`config.mk`:
```
export PLATFORM = sky130hd
export DESIGN_NAME = c3lib_gf_clksel_ctrl_flat
export DESIGN_NICKNAME = d
export VERILOG_FILES = /design/src/rtl/c3lib_gf_clksel_ctrl_if.sv /design/src/rtl/c3lib_gf_clksel_ctrl.sv /design/src/flat_wrapper.sv
export SDC_FILE = /design/constraint.sdc
export NUM_CORES = 1
export LEC_CHECK = 0
export ABC_AREA = 1
export CELL_PAD_IN_SITES_DETAIL_PLACEMENT = 2
export CELL_PAD_IN_SITES_GLOBAL_PLACEMENT = 2
export CORE_MARGIN = 1
export CORE_UTILIZATION = 28
export DETAILED_ROUTE_END_ITERATION = 8
export HOLD_SLACK_MARGIN = 0.08
export PLACE_DENSITY = 0.82
export SLEW_MARGIN = 20
export SYNTH_ARGS = -nofsm -noshare
export SYNTH_HDL_FRONTEND = slang
export SYNTH_SLANG_ARGS = --single-unit
```
`constraint.sdc`:
```
create_clock -name clk -period 1.51 [get_ports clk]
set_clock_uncertainty 0.1 [all_clocks]
set_input_delay 0.151 -clock clk [delete_from_list [all_inputs] [get_ports clk]]
set_output_delay 0.151 -clock clk [all_outputs]
set_load 0.02 [all_outputs]
```
`src/rtl/c3lib_gf_clksel_ctrl_if.sv`:
```
// Register-side clock-select request and status bundle for the glitch-free mux sequencer.
// The master drives the requests and observes status; the slave is the sequencer itself.
interface c3lib_gf_clksel_ctrl_if #(
   parameter int SETTLE_W = 8,
   parameter int CNT_W    = 8
);
   logic                i_sel_req;
   logic [SETTLE_W-1:0] i_settle_cnt;
   logic                i_cnt_clr;
   logic                o_sel_clk;
   logic                o_busy;
   logic                o_sw_done;
   logic                o_cur_sel;
   logic [CNT_W-1:0]    o_sw_cnt;

   modport master (
      output i_sel_req, i_settle_cnt, i_cnt_clr,
      input  o_sel_clk, o_busy, o_sw_done, o_cur_sel, o_sw_cnt
   );

   modport slave (
      input  i_sel_req, i_settle_cnt, i_cnt_clr,
      output o_sel_clk, o_busy, o_sw_done, o_cur_sel, o_sw_cnt
   );
endinterface

```
`src/rtl/c3lib_gf_clksel_ctrl.sv`:
```
// Sequences o_sel_clk for the glitch-free mux: holds it for a settle window, then confirms.
// Select updates one cycle after a mismatch in IDLE; all outputs registered; no backpressure.
module c3lib_gf_clksel_ctrl #(
   parameter int SETTLE_W  = 8,
   parameter bit RESET_SEL = 1'b0,
   parameter int CNT_W     = 8
) (
   input  logic                    clk,
   input  logic                    rst_n,
   input  logic                    i_scan_mode_n,
   c3lib_gf_clksel_ctrl_if.slave   bus
);

   typedef enum logic [1:0] {
      ST_IDLE = 2'd0,
      ST_WAIT = 2'd1,
      ST_DONE = 2'd2
   } state_t;

   localparam logic [CNT_W-1:0]    CNT_MAX    = '1;
   localparam logic [SETTLE_W-1:0] SETTLE_ONE = SETTLE_W'(1);

   state_t              state_q, state_d;
   logic                sel_clk_q, sel_clk_d;
   logic                cur_sel_q, cur_sel_d;
   logic                busy_q, busy_d;
   logic                sw_done_q, sw_done_d;
   logic [SETTLE_W-1:0] settle_q, settle_d;
   logic [CNT_W-1:0]    sw_cnt_q, sw_cnt_d;

   logic                req_diff;
   logic                settle_last;

   assign req_diff    = (bus.i_sel_req != sel_clk_q);
   assign settle_last = (settle_q == SETTLE_ONE);

   always_ff @(posedge clk or negedge rst_n) begin
      if (!rst_n) begin
         state_q <= ST_IDLE;
      end else begin
         state_q <= state_d;
      end
   end

   always_comb begin
      state_d = state_q;
      if (!i_scan_mode_n) begin
         state_d = ST_IDLE;
      end else begin
         case (state_q)
            ST_IDLE: if (req_diff) state_d = ST_WAIT;
            ST_WAIT: if (settle_last) state_d = ST_DONE;
            ST_DONE: state_d = ST_IDLE;
            default: state_d = ST_IDLE;
         endcase
      end
   end

   // Scan freezes the select/confirm/counter state and only drops busy/done.
   always_comb begin
      sel_clk_d = sel_clk_q;
      cur_sel_d = cur_sel_q;
      settle_d  = settle_q;
      sw_cnt_d  = sw_cnt_q;
      busy_d    = 1'b0;
      sw_done_d = 1'b0;
      if (i_scan_mode_n) begin
         case (state_q)
            ST_IDLE: begin
               if (req_diff) begin
                  sel_clk_d = bus.i_sel_req;
                  settle_d  = (bus.i_settle_cnt == '0) ? SETTLE_ONE : bus.i_settle_cnt;
                  busy_d    = 1'b1;
               end
            end
            ST_WAIT: begin
               if (settle_last) begin
                  settle_d  = '0;
                  sw_done_d = 1'b1;
                  cur_sel_d = sel_clk_q;
                  if (sw_cnt_q != CNT_MAX) begin
                     sw_cnt_d = sw_cnt_q + CNT_W'(1);
                  end
               end else begin
                  settle_d = settle_q - SETTLE_ONE;
                  busy_d   = 1'b1;
               end
            end
            default: begin
            end
         endcase
         if (bus.i_cnt_clr) begin
            sw_cnt_d = '0;
         end
      end
   end

   always_ff @(posedge clk or negedge rst_n) begin
      if (!rst_n) begin
         sel_clk_q <= RESET_SEL;
         cur_sel_q <= RESET_SEL;
         busy_q    <= 1'b0;
         sw_done_q <= 1'b0;
         settle_q  <= '0;
         sw_cnt_q  <= '0;
      end else begin
         sel_clk_q <= sel_clk_d;
         cur_sel_q <= cur_sel_d;
         busy_q    <= busy_d;
         sw_done_q <= sw_done_d;
         settle_q  <= settle_d;
         sw_cnt_q  <= sw_cnt_d;
      end
   end

   assign bus.o_sel_clk = sel_clk_q;
   assign bus.o_cur_sel = cur_sel_q;
   assign bus.o_busy    = busy_q;
   assign bus.o_sw_done = sw_done_q;
   assign bus.o_sw_cnt  = sw_cnt_q;

endmodule
```
`src/flat_wrapper.sv`:
```
// flat-port wrapper written by rule: the top's interface ports become plain ports
module c3lib_gf_clksel_ctrl_flat 
#(
   parameter int SETTLE_W  = 8,
   parameter bit RESET_SEL = 1'b0,
   parameter int CNT_W     = 8
)
  (clk, rst_n, i_scan_mode_n, bus_i_sel_req, bus_i_settle_cnt, bus_i_cnt_clr, bus_o_sel_clk, bus_o_busy, bus_o_sw_done, bus_o_cur_sel, bus_o_sw_cnt);
  c3lib_gf_clksel_ctrl_if #(.SETTLE_W(SETTLE_W), .CNT_W(CNT_W)) bus_i ();
  input  logic clk;
  input  logic rst_n;
  input  logic i_scan_mode_n;
  input wire logic [$bits(bus_i.i_sel_req)-1:0] bus_i_sel_req;
  input wire logic [$bits(bus_i.i_settle_cnt)-1:0] bus_i_settle_cnt;
  input wire logic [$bits(bus_i.i_cnt_clr)-1:0] bus_i_cnt_clr;
  output wire logic [$bits(bus_i.o_sel_clk)-1:0] bus_o_sel_clk;
  output wire logic [$bits(bus_i.o_busy)-1:0] bus_o_busy;
  output wire logic [$bits(bus_i.o_sw_done)-1:0] bus_o_sw_done;
  output wire logic [$bits(bus_i.o_cur_sel)-1:0] bus_o_cur_sel;
  output wire logic [$bits(bus_i.o_sw_cnt)-1:0] bus_o_sw_cnt;
  assign bus_i.i_sel_req = bus_i_sel_req;
  assign bus_i.i_settle_cnt = bus_i_settle_cnt;
  assign bus_i.i_cnt_clr = bus_i_cnt_clr;
  assign bus_o_sel_clk = bus_i.o_sel_clk;
  assign bus_o_busy = bus_i.o_busy;
  assign bus_o_sw_done = bus_i.o_sw_done;
  assign bus_o_cur_sel = bus_i.o_cur_sel;
  assign bus_o_sw_cnt = bus_i.o_sw_cnt;
  c3lib_gf_clksel_ctrl #(.SETTLE_W(SETTLE_W), .RESET_SEL(RESET_SEL), .CNT_W(CNT_W)) u_core (.clk(clk), .rst_n(rst_n), .i_scan_mode_n(i_scan_mode_n), .bus(bus_i));
endmodule
```
After elaboration in Yosys (flattened, before gate mapping) --
Index checks and enable logic that the tools add are counted.
Word-level totals: input port bits 13, register bits 22
Cells by class: add/subtract/negate cells 2, reductions and logical operators 11, muxes and demuxes 19, equality and inequality tests 7
Operators by type and width (count):
- $mux 8 | 7
- $pmux 8 s2 | 1
- $reduce_and 3->1 | 3
- $add 8x1->8 const B | 1
- $eq 8x1->1 const B | 1
- $logic_not 8->1 | 1
- $ne 8x8->1 const B | 1
- $reduce_bool 2->1 | 4
- $sub 8x1->8 const B | 1
- $mux 1 | 6
- $mux 2 | 3
- $ne 3x2->1 const B | 2
- $pmux 2 s2 | 1
- $reduce_and 4->1 | 1
- $eq 2x1->1 const B | 1
- $logic_not 2->1 | 1
- $ne 2x1->1 const B | 1
- $pmux 1 s2 | 1
- $reduce_and 2->1 | 1
- $ne 1x1->1 | 1

Depth between registers and ports, before layout --
Gate-level depths: netlist of run 1.
word-level depth 5, gate-level depth with buffers 9

Worst setup path after synthesis of run 1 --
Ideal clock, no wire load.
kind reg-to-reg, start point register u_core.sw_cnt_q[0], in the netlist u_core.bus.o_sw_cnt[0], end point register u_core.sw_cnt_q[6], in the netlist u_core.bus.o_sw_cnt[6], library setup time 0.126 ns, data required time 1.284 ns, cell stages (with the launch flop) 9, clock period less this slack 1.502 ns, data arrival time 1.275 ns, path slack 0.008 ns, cells stage by stage dfrtp_1 ha_1 nand2_1 inv_1 nand3_1 nand3_4 nand2_4 nand2_1 o21ai_0
Between the ends: longest elaborated chain between the ends 5, elaborated cells between the ends (all ways) 8
RTL lines:
- start, declared | line c3lib_gf_clksel_ctrl.sv:29 | logic [CNT_W-1:0] sw_cnt_q, sw_cnt_d;
- start signal, assigned | line c3lib_gf_clksel_ctrl.sv:112 | sw_cnt_q <= sw_cnt_d;
- $add 8x1->8 | line c3lib_gf_clksel_ctrl.sv:82 | sw_cnt_d = sw_cnt_q + CNT_W'(1);
- $mux 8 | line c3lib_gf_clksel_ctrl.sv:81 | if (sw_cnt_q != CNT_MAX) begin
- $mux 8 | line c3lib_gf_clksel_ctrl.sv:77 | if (settle_last) begin
- $mux 8 | line c3lib_gf_clksel_ctrl.sv:68 | case (state_q)
- $mux 8 | line c3lib_gf_clksel_ctrl.sv:92 | if (bus.i_cnt_clr) begin
Parallel ways exist; a longest one is shown, timed or not. The select of a mux whose other input is x is not followed. A chain may end at the register's enable or synchronous reset.

Worst setup path in the final report of run 1 --
start point register u_core.settle_q[1], end point register u_core.sw_cnt_q[1], in the netlist u_core.bus.o_sw_cnt[1]
Between the ends: longest elaborated chain between the ends 3
RTL lines:
- start, declared | line c3lib_gf_clksel_ctrl.sv:28 | logic [SETTLE_W-1:0] settle_q, settle_d;
- start signal, assigned | line c3lib_gf_clksel_ctrl.sv:111 | settle_q <= settle_d;
- $eq 8x1->1 | line c3lib_gf_clksel_ctrl.sv:35 | assign settle_last = (settle_q == SETTLE_ONE);
- $reduce_bool 2->1 (no line)
- $reduce_and 4->1 (no line)
Every way passes these cells.

==> results of run 1 <==
-- through the flow --
step | setup slack [ps] | hold WS (ps) | TNS (ps) | power (µW) | utilization
floorplan | 8.471 | -244.6 | 0 | 1497 | -
global placement | -63.87 | 378.5 | -489.3 | 2032 | 0.4069
detailed placement | -205.1 | 387.1 | -1638 | 2094 | 0.4069
CTS | 0.7070 | 145.0 | 0 | 2667 | 0.4417
global route | -242.7 | 175.7 | -2402 | 3189 | 0.4644
finish | -167.0 | 160.8 | -1288 | 3035 | 0.4644
-- registers in the layout, summed over array words and instances (netlist names) --
register,count
u_core.bus.o_sw_done,1
u_core.bus.o_sw_cnt,8
u_core.settle_q,8
u_core.bus.o_busy,1
u_core.bus.o_cur_sel,1
u_core.state_q,2
u_core.bus.o_sel_clk,1
-- cells in the mapped netlist --
master    number  share of area
o22ai_1        2         0.0092
inv_1         25          0.069
o21ai_0       11          0.041
nand2_4        1         0.0083
nor3_1         3          0.011
nor2_4         2          0.017
dfrtp_1       22           0.41
nor2_2         4          0.018
nand3_1       14          0.052
xor2_1         1         0.0064
clkbuf_1       1         0.0028
nand2_1       46           0.13
o21ai_1        1         0.0037
and2_1         1         0.0046
xnor2_1        3          0.019
ha_1           3          0.028
nand3_4        1          0.013
nor2_1        39           0.11
inv_2          3         0.0083
o21bai_1       1         0.0055
a21oi_1        7          0.026
nand2_2        1         0.0046
nand4_1        3          0.014
-- cell type report --
class	instances	area (µm²)	share of cell area
Multi-Input combinational cell	146	880.8	0.4211
Sequential cell	22	550.5	0.2632
Timing Repair Buffer	50	432.9	0.2069
Inverter	28	107.6	0.05144
Tap cell	52	65.06	0.03110
Clock buffer	4	55.05	0.02632
-- final timing paths --
check	slack [ps]	endpoint	start	cells after the start
setup / recovery	-170	u_core.bus.o_sw_cnt[1]	u_core.settle_q[1]	7
hold / removal	160	u_core.settle_q[1]	rst_n	2
setup reg to reg	-170	u_core.bus.o_sw_cnt[1]	u_core.settle_q[1]	7
hold reg to reg	400	u_core.bus.o_cur_sel	u_core.bus.o_cur_sel	2
max in group asynchronous	900	u_core.bus.o_sw_cnt[2]	rst_n	2
min in group clk	400	u_core.bus.o_cur_sel	u_core.bus.o_cur_sel	2
-- power by group --
part           internal [µW]  switching, µW  total (µW)
Clock                    233            226         459
Sequential               736            131         866
Combinational            684           1030        1710
Total                   1650           1380        3040
-- logic make-up after synthesis --
kind of cell,synth area share
flops,0.4052
compound gates,0.08471
xor+xnor,0.02579
buf+inv,0.08011
fa+ha+maj,0.02763
simple gates,0.3766
-- routing by layer --
metal / track usage / vias up / routed length, µm
met4: 0.05447 / 0 / 176
met5: 0 / - / 0
met3: 0.02954 / 17 / 145
li1: - / 723 / -
met2: 0.4109 / 38 / 3028
met1: 0.2837 / 777 / 2802
-- critical path, delay by kind of cell, from the launching register on --
family	cells	cell delay, ps
flops	1	410
simple gates	4	610
fa+ha+maj	1	170
buf+inv	1	100
compound gates	1	140
-- timing repair --
item	CTS	global route
cloned	2	0
gates resized for setup	27	35
setup buffers	3	1
pin swaps	7	11
endpoints found under the setup margin	22	21
==> results.rst, run 1 <==
.. list-table::
   :header-rows: 1

   * - Metric
     - Value
   * - Run status
     - finished, violations left
   * - Failing checks
     - setup timing
   * - Antenna violation net count after detailed routing
     - 0
   * - Number of search-and-repair iterations in the first detailed-routing pass
     - 4
   * - Max capacitance violation total
     - 0
   * - Number of nets in the layout
     - 267
   * - Die outline height
     - roughly 70 µm
   * - Critical Path Most Common Cell
     - nand3_4
   * - H-tree depth reported by CTS
     - 1
   * - Root Driver
     - clkbuf_8
   * - Peak fanout along the critical path
     - 5
   * - Number of antenna violations at the first check in global routing
     - 0
   * - Shortest period the worst path allows
     - 1677 ps
   * - Smallest setup slack after layout
     - -167.0 ps
   * - Normalized max-slew margin
     - 0.6630
   * - Static Leakage
     - between 0.001 and 0.0015 µW
   * - Via count of the first global-routing pass
     - 1703
   * - Rows
     - 24
   * - Most frequent cells in the layout
     - nor2_1, nand2_1, buf_4
   * - Number of clock sinks
     - 22
   * - Post-synthesis average cell area
     - 6.968 µm²
   * - Largest buffer count on any clock path
     - 2
   * - Maximum vdd drop
     - around 0.00055 V
   * - Power Dens Cells
     - between 1000 and 1500 mW/mm²
   * - Average vias per placed instance
     - roughly 5.1
   * - Initial core utilization
     - 0.3017
   * - Area inside the core boundary
     - 0.004504 mm²
   * - Final Instance Count excl. Fillers
     - 302
   * - Number of hold violations in the final report
     - 0
   * - IO buf count
     - 24
   * - Warnings, synthesis
     - 0
   * - Largest net degree at the start of global routing
     - 23
   * - Placed instance count
     - 293
   * - Sequential cell area fraction in the yosys report
     - 0.4052
   * - Final cell area excluding filler cells
     - 0.002092 mm²
   * - Post-Syn Area
     - 0.001359 mm²
   * - Clock latency of the later-clocked register in the worst-skew pair
     - 270 ps
   * - Post-synthesis register bit count
     - 22
   * - Global route total overflow
     - 0
   * - Clk pin slew, worst setup/hold paths
     - ~90 ps
   * - Area added between synthesis and finish
     - 53.96%
   * - Gate count after technology mapping
     - 195
   * - Number of CTS-inserted buffers
     - 3
   * - Die width
     - 71.66 µm
   * - Startpoint kind of the worst setup timing path
     - flip-flop
   * - Worst slew pin tran
     - 504.2 ps
   * - Critical path class
     - flip-flop to flip-flop
   * - Setup violations, final
     - 15
   * - Count of cell types in the netlist
     - 23
   * - Synthesized net count
     - 211
   * - Detailed Route WL
     - just over 6 mm
   * - Hpwl dp
     - 3.359 mm
   * - TritonCTS clock tree
     - built
   * - GRT Overall Usage
     - 0.2263
   * - Antenna cells
     - 0
   * - Final slew viol count
     - 0
   * - WP data required
     - 1550 ps
   * - DR DRC count
     - 0
   * - Unrepaired setup endpoints after global routing
     - true
   * - Commonest non-fill, non-tap cell in the layout
     - nor2_1
   * - Die footprint
     - 0.005135 mm²
   * - Fraction of final layout cells sized beyond drive strength 1
     - 0.3040
   * - CTS Hold Bufs
     - 0
   * - List of cells traversed by the critical path
     - inv_2 > ha_4 > nand3_4 > nor2_4 > nand3_4 > nand3_1 > o21ai_0
   * - Worst EP arrival
     - 1710 ps
   * - Total cell area at the placement stage
     - approximately 0.0018 mm²
   * - Final period utilization
     - 1.111
   * - Top-Level Pins
     - 25
   * - Via count of the routed design
     - 1555
   * - Violation count after the first detailed-route iteration
     - 79
   * - Wire length per cell
     - 20.37 µm
   * - Slowest library cell on the worst path
     - dfrtp_1
   * - Count of filler cells inserted in the layout
     - 516
   * - Worst min-delay path category
     - input port to async pin
   * - Stage delay of the slowest cell on the critical path
     - approximately 410 ps
   * - Final weighted congestion in routability-driven placement
     - roughly 0.76
   * - Max Fclk
     - 596.3 MHz
   * - Wire length of the first global-routing pass
     - 8.797 mm
   * - Critical path capture point type
     - flip-flop
(Power assumes the default switching activity.)
==> run 2, diff against run 1 <==
- MAX_ROUTING_LAYER: unset -> met4
==> run 2 against run 1 <==
The flow still finishes with violations (setup timing). Combinational power about the same. Sequential share of layout area unchanged. Register-to-register slack about the same. Non-clock buffer count unchanged. Clock power decreased by 2%.
==> results.rst, run 2 (same netlist as run 1, synthesis figures left out) <==
.. list-table::
   :header-rows: 1

   * - Metric
     - Value
   * - Number of CTS-inserted buffers
     - 3 (unchanged)
   * - Worst min-delay path category
     - input port to async pin
   * - IO buf count
     - 24 (unchanged)
   * - Rows
     - 24 (unchanged)
   * - Smallest setup slack after layout
     - -175.0 ps (-7.966 ps)
   * - Antenna cells
     - 0 (unchanged)
   * - Number of search-and-repair iterations in the first detailed-routing pass
     - 4 (unchanged)
   * - DR DRC count
     - 0 (unchanged)
   * - Largest net degree at the start of global routing
     - 23 (unchanged)
   * - Via count of the routed design
     - 1565 (+0.64%)
   * - Clk pin slew, worst setup/hold paths
     - 90 ps (about the same)
   * - WP data required
     - 1540 ps (about the same)
   * - Hpwl dp
     - 3.359 mm (unchanged)
   * - Clock latency of the later-clocked register in the worst-skew pair
     - 270 ps (about the same)
   * - Final Instance Count excl. Fillers
     - 302 (unchanged)
   * - Number of clock sinks
     - 22 (unchanged)
   * - Wire length per cell
     - 20.39 µm (about the same)
   * - Most frequent cells in the layout
     - nor2_1, nand2_1, buf_4
   * - Count of filler cells inserted in the layout
     - 516 (unchanged)
   * - Max capacitance violation total
     - 0 (unchanged)
   * - Maximum vdd drop
     - 0.0005496 V (+0.34%)
   * - Average vias per placed instance
     - 5.182 (+0.64%)
   * - TritonCTS clock tree
     - built
   * - Setup violations, final
     - 15 (unchanged)
   * - Die outline height
     - 71.66 µm (unchanged)
   * - Normalized max-slew margin
     - 0.6712 (+0.008192)
   * - Static Leakage
     - 0.001084 µW (unchanged)
   * - Fraction of final layout cells sized beyond drive strength 1
     - 0.3040 (unchanged)
   * - Power Dens Cells
     - 1447 mW/mm² (-0.30%)
   * - Critical path class
     - flip-flop to flip-flop
   * - Startpoint kind of the worst setup timing path
     - flip-flop
   * - Violation count after the first detailed-route iteration
     - 52 (-34%)
   * - Via count of the first global-routing pass
     - 1702 (-0.059%)
   * - Worst EP arrival
     - 1720 ps (about the same)
   * - Peak fanout along the critical path
     - 5 (unchanged)
   * - Initial core utilization
     - 0.3017 (unchanged)
   * - Root Driver
     - clkbuf_8
   * - Final Util
     - 0.4644 (unchanged)
   * - Area added between synthesis and finish
     - 53.96% (unchanged)
   * - Worst slew pin tran
     - 492.0 ps (-12.26 ps)
   * - Final slew viol count
     - 0 (unchanged)
   * - Final weighted congestion in routability-driven placement
     - 0.7741 (+1.3%)
   * - Antenna violation net count after detailed routing
     - 0 (unchanged)
   * - Failing checks
     - setup timing
   * - Placed instance count
     - 293 (unchanged)
   * - Final total negative setup slack
     - -1417 ps (-128.9 ps)
   * - Shortest period the worst path allows
     - 1685 ps (+7.966 ps)
   * - Unrepaired setup endpoints after global routing
     - true
   * - Run status
     - finished, violations left
   * - GRT Overall Usage
     - 0.2332 (+0.006875)
   * - Largest buffer count on any clock path
     - 2 (unchanged)
   * - Wire length of the first global-routing pass
     - 8.804 mm (about the same)
   * - Number of nets in the layout
     - 267 (unchanged)
   * - Max Fclk
     - 593.5 MHz (-0.47%)
   * - Area inside the core boundary
     - 0.004504 mm² (unchanged)
   * - Die footprint
     - 0.005135 mm² (unchanged)
   * - H-tree depth reported by CTS
     - 1 (unchanged)
   * - CTS Hold Bufs
     - 0 (unchanged)
   * - Commonest non-fill, non-tap cell in the layout
     - nor2_1
   * - Final period utilization
     - 1.116 (+0.005275)
   * - Top-Level Pins
     - 25 (unchanged)
   * - Number of hold violations in the final report
     - 0 (unchanged)
   * - Critical path capture point type
     - flip-flop
   * - Global route total overflow
     - 0 (unchanged)
   * - Detailed Route WL
     - 6.158 mm (about the same)
   * - Die width
     - 71.66 µm (unchanged)
   * - Number of antenna violations at the first check in global routing
     - 0 (unchanged)
-- run 2: cell counts in the layout (fill, tap and decap cells not counted) --
No cell type changed its count.
-- run 2: layout make-up --
type	count	area, µm²	share of cell area
repair buffers	50	432.9	0.2069
well taps	52	65.06	0.03110
clock buffers	4	55.05	0.02632
multi-input cells	146	880.8	0.4211
flip-flops and latches	22	550.5	0.2632
inverters	28	107.6	0.05144
-- run 2: power breakdown --
group | internal (µW) | switching (µW)
registers | 736 | 130
logic | 684 | 1030
clock network | 233 | 217
total | 1650 | 1370
-- run 2: worst paths after layout --
check                           depth (start not counted)                     end            startpoint  slack, ps
min in group clk                                        2    u_core.bus.o_cur_sel  u_core.bus.o_cur_sel        400
worst max register to register                          7  u_core.bus.o_sw_cnt[1]    u_core.settle_q[1]       -170
worst min-delay path                                    2      u_core.settle_q[7]                 rst_n        160
max in group asynchronous                               2  u_core.bus.o_sw_cnt[3]                 rst_n        900
worst min register to register                          2    u_core.bus.o_cur_sel  u_core.bus.o_cur_sel        400
worst max-delay path                                    7  u_core.bus.o_sw_cnt[1]    u_core.settle_q[1]       -170
-- run 2: through the flow --
stage | cell area, µm² | total power [µW] | hold WS, ps | setup WS (ps)
final | 2092 | 3026 | 160.7 | -175.0
after global routing | 2092 | 3186 | 176.5 | -244.8
after CTS | 1989 | 2667 | 145.0 | 0.7070
after detailed placement | 1833 | 2094 | 387.1 | -205.1
after global placement | 1833 | 2032 | 378.5 | -63.87
after floorplan | 1359 | 1497 | -244.6 | 8.471
-- run 2: repair_timing --
item                       in CTS  in global routing
gates resized for setup        27                 35
pin swaps                       7                 11
buffers inserted                3                  1
setup endpoints to repair      22                 21
hold endpoints to repair        0                  0
cloned                          2                  0
-- run 2: metal layers --
layer,vias to the layer above,track usage,part of all wire
met5,-,-,0
li1,721,-,-
met1,777,0.2846,0.44
met4,0,0.05447,0.029
met2,50,0.4099,0.50
met3,17,0.02954,0.033
-- run 2: critical path, stage by stage, from the launching register on --
cell	delay (ps)
dfrtp_1	410
inv_2	100
ha_4	170
nand3_4	110
nor2_4	230
nand3_4	180
nand3_1	100
o21ai_0	130
